### src/rtl/scope_cmd_ctrl.sv
// UART command decoder for the scope trigger: arm/stop and 10-byte trigger payloads; one response byte per command.
// Responses take effect one cycle after rx_valid and hold until tx_ready; optional SCOPE_CMD_TIMEOUT_EN aborts a stalled payload.
module scope_cmd_ctrl #(
  parameter int unsigned TIMEOUT_CYCLES = 1000000
) (
  input  logic        clk,
  input  logic        rst_n,
  input  logic        rx_valid,
  input  logic [7:0]  rx_data,
  output logic        tx_valid,
  output logic [7:0]  tx_data,
  input  logic        tx_ready,
  output logic [39:0] trig_value,
  output logic [39:0] trig_mask,
  output logic        trig_edge,
  output logic        arm,
  input  logic        capture_done,
  output logic        busy
);

  typedef enum logic [1:0] {IDLE, PAYLOAD, RESP} state_t;

  localparam logic [7:0] CH_K = 8'h4B;
  localparam logic [7:0] CH_E = 8'h45;
  localparam logic [7:0] CH_B = 8'h42;
  localparam logic [7:0] CH_D = 8'h44;

  state_t      state, state_nxt;
  logic        arm_nxt;
  logic        tx_valid_nxt;
  logic [7:0]  tx_data_nxt;
  logic [39:0] trig_value_nxt, trig_mask_nxt;
  logic        trig_edge_nxt;
  logic        done_pend, done_pend_nxt;
  logic [3:0]  byte_cnt, byte_cnt_nxt;
  logic [71:0] shadow, shadow_nxt;
  logic        edge_lat, edge_lat_nxt;
  logic        reject, reject_nxt;

`ifdef SCOPE_CMD_TIMEOUT_EN
  localparam logic [19:0] TMO_LAST = 20'(TIMEOUT_CYCLES - 1);
  localparam logic [7:0]  CH_T     = 8'h54;
  logic [19:0] tmo_cnt, tmo_cnt_nxt;

  // Counts idle cycles since the last payload byte; zero outside PAYLOAD.
  always_comb begin
    tmo_cnt_nxt = 20'd0;
    if (state == PAYLOAD && !rx_valid)
      tmo_cnt_nxt = tmo_cnt + 20'd1;
  end

  always_ff @(posedge clk or negedge rst_n) begin
    if (!rst_n) tmo_cnt <= 20'd0;
    else        tmo_cnt <= tmo_cnt_nxt;
  end
`else
  logic unused_timeout_param;
  assign unused_timeout_param = (TIMEOUT_CYCLES != 0);
`endif

  always_comb begin
    state_nxt      = state;
    arm_nxt        = arm;
    tx_valid_nxt   = tx_valid;
    tx_data_nxt    = tx_data;
    trig_value_nxt = trig_value;
    trig_mask_nxt  = trig_mask;
    trig_edge_nxt  = trig_edge;
    done_pend_nxt  = done_pend;
    byte_cnt_nxt   = byte_cnt;
    shadow_nxt     = shadow;
    edge_lat_nxt   = edge_lat;
    reject_nxt     = reject;

    case (state)
      IDLE: begin
        if (rx_valid) begin
          state_nxt = RESP;
          tx_valid_nxt = 1'b1;
          case (rx_data)
            8'h41: begin arm_nxt = 1'b1; tx_data_nxt = CH_K; end
            8'h53: begin arm_nxt = 1'b0; tx_data_nxt = CH_K; end
            8'h52, 8'h46: begin
              // Payload commands respond only after the tenth byte.
              state_nxt    = PAYLOAD;
              tx_valid_nxt = 1'b0;
              edge_lat_nxt = (rx_data == 8'h52);
              reject_nxt   = arm;
              byte_cnt_nxt = 4'd0;
            end
            default: tx_data_nxt = CH_E;
          endcase
        end else if (done_pend) begin
          state_nxt     = RESP;
          tx_valid_nxt  = 1'b1;
          tx_data_nxt   = CH_D;
          done_pend_nxt = 1'b0;
        end
      end
      PAYLOAD: begin
        if (rx_valid) begin
          if (byte_cnt == 4'd9) begin
            if (!reject) begin
              {trig_value_nxt, trig_mask_nxt} = {shadow, rx_data};
              trig_edge_nxt = edge_lat;
            end
            state_nxt    = RESP;
            tx_valid_nxt = 1'b1;
            tx_data_nxt  = reject ? CH_B : CH_K;
          end else begin
            shadow_nxt   = {shadow[63:0], rx_data};
            byte_cnt_nxt = byte_cnt + 4'd1;
          end
        end
`ifdef SCOPE_CMD_TIMEOUT_EN
        else if (tmo_cnt == TMO_LAST) begin
          state_nxt    = RESP;
          tx_valid_nxt = 1'b1;
          tx_data_nxt  = CH_T;
        end
`endif
      end
      RESP: begin
        if (tx_ready) begin
          state_nxt    = IDLE;
          tx_valid_nxt = 1'b0;
        end
      end
      default: state_nxt = IDLE;
    endcase

    // Evaluated last so a capture is never lost to a same-cycle 'D' send.
    if (capture_done && arm) begin
      arm_nxt       = 1'b0;
      done_pend_nxt = 1'b1;
    end
  end

  always_ff @(posedge clk or negedge rst_n) begin
    if (!rst_n) begin
      state      <= IDLE;
      arm        <= 1'b0;
      tx_valid   <= 1'b0;
      tx_data    <= 8'h00;
      trig_value <= 40'd0;
      trig_mask  <= 40'd0;
      trig_edge  <= 1'b1;
      done_pend  <= 1'b0;
      byte_cnt   <= 4'd0;
      shadow     <= 72'd0;
      edge_lat   <= 1'b1;
      reject     <= 1'b0;
    end else begin
      state      <= state_nxt;
      arm        <= arm_nxt;
      tx_valid   <= tx_valid_nxt;
      tx_data    <= tx_data_nxt;
      trig_value <= trig_value_nxt;
      trig_mask  <= trig_mask_nxt;
      trig_edge  <= trig_edge_nxt;
      done_pend  <= done_pend_nxt;
      byte_cnt   <= byte_cnt_nxt;
      shadow     <= shadow_nxt;
      edge_lat   <= edge_lat_nxt;
      reject     <= reject_nxt;
    end
  end

  assign busy = (state != IDLE);

endmodule

### config.mk
export PLATFORM = sky130hd
export DESIGN_NAME = scope_cmd_ctrl
export DESIGN_NICKNAME = d
export VERILOG_FILES = /design/src/rtl/scope_cmd_ctrl.sv
export SDC_FILE = /design/constraint.sdc
export NUM_CORES = 1
export LEC_CHECK = 0
export ABC_AREA = 1
export BUFFER_PORTS_ARGS = -buffer_cell sky130_fd_sc_hd__buf_2
export CAP_MARGIN = 20
export CORE_MARGIN = 1
export CORE_UTILIZATION = 35
export CTS_CLUSTER_DIAMETER = 200
export DETAILED_ROUTE_END_ITERATION = 16
export SKIP_CTS_REPAIR_TIMING = 1
export SYNTH_ARGS = -nofsm -noshare
export SYNTH_HDL_FRONTEND = slang
export SYNTH_SLANG_ARGS = --single-unit
export TNS_END_PERCENT = 10
### constraint.sdc
create_clock -name clk -period 2.8 [get_ports clk]
set_input_delay 0.7 -clock clk [delete_from_list [all_inputs] [get_ports clk]]
set_output_delay 0.7 -clock clk [all_outputs]
set_load 0.02 [all_outputs]
Word-level counts from Yosys, hierarchy flattened
Index checks and enable logic that the tools add are counted.

operators by class
  $add $sub $neg = 1
  eq/ne operators = 16
  muxes and demuxes = 33
  bitwise logic cells = 2
  reductions and logical operators = 19

operators with widths
  cell                                                   count
  equality test 8 x 7 -> 1 bit, second input constant    4
  two-way mux 8 bit                                      4
  one-hot mux 8 bit (2 select lines)                     2
  two-way mux 4 bit                                      5
  AND reduction 5 bit                                    3
  two-way mux 1 bit                                      12
  two-way mux 2 bit                                      6
  inequality test 2 bit, second input constant           5
  AND reduction 3 bit                                    3
  one-hot mux 4 bit (2 select lines)                     1
  AND reduction 4 bit                                    2
  nonzero test 2 bit                                     4
  inequality test 3 bit, second input constant           2
  one-hot mux 2 bit (3 select lines)                     1
  nonzero test 3 bit                                     2
  adder 4 x 1 -> 4 bit, second input constant            1
  equality test 4 bit, second input constant             1
  inequality test 2 x 1 -> 1 bit, second input constant  2
  OR reduction 2 bit                                     2
  one-hot mux 1 bit (3 select lines)                     1
  equality test 2 x 1 -> 1 bit, second input constant    1
  equality test 2 bit, second input constant             1
  zero test 2 bit                                        1
  inverter 1 bit                                         2
  other kinds (3)                                        3

word-level totals
  register bits after elaboration = 172
  word-level logic and storage cells = 83

Longest topological paths before layout
  word-level depth = 5
  depth in mapped cells = 11
  depth with buffers taken out = 10

Worst setup path after synthesis
OpenSTA, ideal clock, no wires.

  path type = input-to-reg
  from = input rx_valid
  to = register trig_mask[31]
  arrival time = 1.628 ns
  required time = 2.668 ns
  setup slack = 1.040 ns
  stages on the path = 8
  buffers on the path = 3
  path through = buf_4 inv_2 nor3_2 nand3_2 buf_6 buf_6 nand2_1 o21ai_0

between the ends
  word-level cells in the longest chain between the ends = 1

RTL lines
  what                           RTL line  text
  start, declared                8         input logic rx_valid,
  AND reduction 4 bit (no line)  -
  end signal, assigned           159       trig_mask <= trig_mask_nxt;
  end, declared                  14        output logic [39:0] trig_mask,

No other way between the ends.
A chain may end at the register's enable or synchronous reset.

Worst setup path after layout
  from = register state[0]
  to = output busy

between the ends
  word-level cells in the longest chain between the ends = 1

RTL lines
  what                    RTL line  text
  start, declared         28        state_t state, state_nxt;
  start signal, assigned  154       state <= state_nxt;
  nonzero test 2 bit      169       assign busy = (state != IDLE);
  end, declared           18        output logic busy

No other way between the ends.

==> flow_metrics.env <==
export IMPL_rows=52
export IMPL_cts_buffers=17
export IMPL_netlist_area_leader_share=0.582
export IMPL_io_pins=105
export IMPL_synth_cells=710
export IMPL_synth_fa_ha_area_frac=0.0105
export IMPL_path_cells="inv_1, ha_1, inv_1, buf_2"
export IMPL_drc=0
export IMPL_grt_pass1_vias=4927
export IMPL_synth_top_family_by_area="simple AND/OR/NAND/NOR gates"
export IMPL_leakagePower_nw=4.28
export IMPL_worst_pin_slew_ns=0.559
export IMPL_ir_drop_mv=0.342
export IMPL_ys_ff_latch=169
export IMPL_seq_area_frac_synth=0.590
export IMPL_fin_ws_ns=0.573
export IMPL_critical_path_slowest_cell="dfrtp_1"
export IMPL_cts_htree_levels=4
export IMPL_critPathLaunchType="register"
export IMPL_tns_ns=0
export IMPL_clkTransAtPathRegs_ns=0.07
export IMPL_fp_dieH_um=145
export IMPL_slew_violations=0
export IMPL_wl_um=14600
export IMPL_syn_avg_cell_area_um2=10.1
export IMPL_maxCapViolCount=0
export IMPL_die_area_um2=21100
export IMPL_crit_buf_inv=3
export IMPL_synthTopCellsByArea="dfrtp_1 (58%), nand2_1 (7.6%), o21ai_2 (7.1%), nand2_2 (5.1%), inv_1 (4.7%)"
export IMPL_grt_max_degree=58
export IMPL_outcome="finished clean"
export IMPL_critPathLaunch="state[0]"
export IMPL_synth_simple_area_share=0.154
export IMPL_place_gp_congestion=0.781
export IMPL_die_w_um=145
export IMPL_antenna_left=0
export IMPL_yosys_warnings=0
export IMPL_r2r_slack_ns=0.59
export IMPL_muxShareOfSynthArea=0
export IMPL_start_util=0.356
export IMPL_power_density_nw_per_um2=628
export IMPL_crit_path_max_fanout=7
export IMPL_overflow=0
export IMPL_clock_skew_ns=0.0109
export IMPL_utilization=0.420
export IMPL_grtUsageTotal=0.151
export IMPL_min_path_type="in2async"
export IMPL_finalSetupViolCount=0
export IMPL_antenna_found_initial=0
export IMPL_rsz0062_at_grt="false"
export IMPL_n_antenna_cell=0
export IMPL_crit_path_end_kind="output port"
export IMPL_clock_root_buffer="clkbuf_16"
export IMPL_synth_area_leader_cell="dfrtp_1"
export IMPL_layout_nets=828
export IMPL_holdWs_ns=0.241
export IMPL_min_period_over_period=0.795
export IMPL_path_delay_family="flip-flops"
export IMPL_synth_xor_area_share=0.00244
export IMPL_grt_pass1_wl_um=25200
export IMPL_worst_ep_arrival_time_ns=1.53
export IMPL_wl_per_cell_um=13.4
export IMPL_routed_via_count=4801
export IMPL_drtIter0Drc=207
export IMPL_areaGrowthSynthToFinish_pct=18.0
export IMPL_vias_per_cell=4.40
export IMPL_min_period_ns=2.23
export IMPL_hold_viol=0
export IMPL_clkLatencyLatePin_ns=0.43
export IMPL_r2r_start="state[1]"
export IMPL_synth_compound_area_share=0.147
export IMPL_drive_above_1_share=0.331
export IMPL_crit_type="reg2out"
export IMPL_cts_sinks=169
export IMPL_cp_common_cell="inv_1"
export IMPL_dp_slack_ns=0.514
export IMPL_synthesis_area_um2=7170
export IMPL_post_dp_hpwl_um=10000
export IMPL_worstPathRequired_ns=2.10
export IMPL_core_area_um2=20200
export IMPL_cts_tree="built"
export IMPL_slowest_delay_ns=0.42
export IMPL_firstDrtPassIters=4
export IMPL_synth_cell_types=32
export IMPL_cts_path_max_buffers=2
export IMPL_fmax_mhz=449
export IMPL_slew_limit_headroom=0.627
export IMPL_port_buffers=101
-- cell usage in the layout, fill, tap and decap left out, drive strengths merged --
| master | n |
|---|---|
| clkinvlp | 5 |
| xor2 | 1 |
| nor3 | 1 |
| o21bai | 1 |
| a21oi | 2 |
| dfrtp | 167 |
| nand4 | 3 |
| a21boi | 1 |
| dfstp | 2 |
| nand2 | 203 |
| nand3 | 12 |
| o21ai | 159 |
| clkinv | 3 |
| xnor2 | 1 |
| nand3b | 1 |
| buf | 115 |
| inv | 95 |
| clkbuf | 20 |
| nor2 | 19 |
| conb | 3 |
| bufinv | 1 |
| o22ai | 1 |
| ha | 6 |
-- final cells by class --
cell class	count	area, µm²
clock inverters	12	119
inverters	92	345
multi-input cells	414	2270
repair buffers	115	717
flip-flops and latches	169	4230
well taps	270	338
fillers	2021	11700
clock buffers	20	447
-- worst reg2reg max path, cell delays in order, from the launching register on --
cell,delay [ns]
dfrtp_1,0.40
inv_1,0.10
ha_1,0.33
inv_2,0.15
o21bai_4,0.24
nor2_8,0.31
buf_12,0.24
buf_4,0.21
nand2_1,0.08
o21ai_0,0.08
-- kinds of logic (layout without fill, tap and decap cells) --
family	Yosys count	after routing
simple gates	239	239
xor+xnor	2	2
other cells	1	3
flops	169	169
buf+inv	129	239
fa+ha+maj	6	6
compound gates	164	164
-- per-stage QoR --
| stage | cells | cell area [µm²] | power [mW] |
|---|---|---|---|
| finish | 1092 | 8470 | 5.32 |
| global route | 1092 | 8470 | 5.57 |
| CTS | 1092 | 8470 | 5.39 |
| detailed placement | 1060 | 7900 | 3.10 |
| global placement | 1060 | 7900 | 3.09 |
| floorplan | 712 | 7180 | 2.93 |
-- registers in the layout (all words and copies together), names as in the netlist --
register,flops
trig_edge,1
edge_lat,1
state,2
byte_cnt,4
done_pend,1
trig_value,40
trig_mask,40
tx_data,5
tx_valid,1
reject,1
shadow,72
arm,1
-- synth_stat cells, drive strengths merged --
cell / instances
a21oi: 2
nand2: 203
clkbuf: 11
a21boi: 1
ha: 6
nand3b: 1
xnor2: 1
o22ai: 1
dfstp: 2
inv: 92
o21ai: 159
conb: 1
buf: 26
nand3: 12
dfrtp: 167
nand4: 3
nor3: 1
xor2: 1
o21bai: 1
nor2: 19
-- power by group --
| group | switching (mW) | internal, mW | total [mW] |
|---|---|---|---|
| Combinational | 0.308 | 0.143 | 0.451 |
| Clock | 1.01 | 1.26 | 2.27 |
| Sequential | 0.0592 | 2.54 | 2.60 |
| Total | 1.38 | 3.94 | 5.32 |
-- per-layer routing --
metal  global-route usage  vias to the layer above  share of wire
li1                     -                     2429              -
met1                0.208                     2275           0.49
met2                0.232                       85           0.46
met3               0.0440                       12          0.037
met4               0.0426                        0         0.0095
met5                    0                        -              0
-- final timing paths --
| kind | end | depth (start not counted) |
|---|---|---|
| max reg2reg | shadow[5] | 9 |
| min | trig_value[8] | 1 |
| max | busy | 4 |
| min reg2reg | tx_data[6] | 2 |
| max in group asynchronous | trig_edge | 2 |
| min in group clk | tx_data[6] | 2 |
No activity file was read; power rests on OpenSTA's default activity.
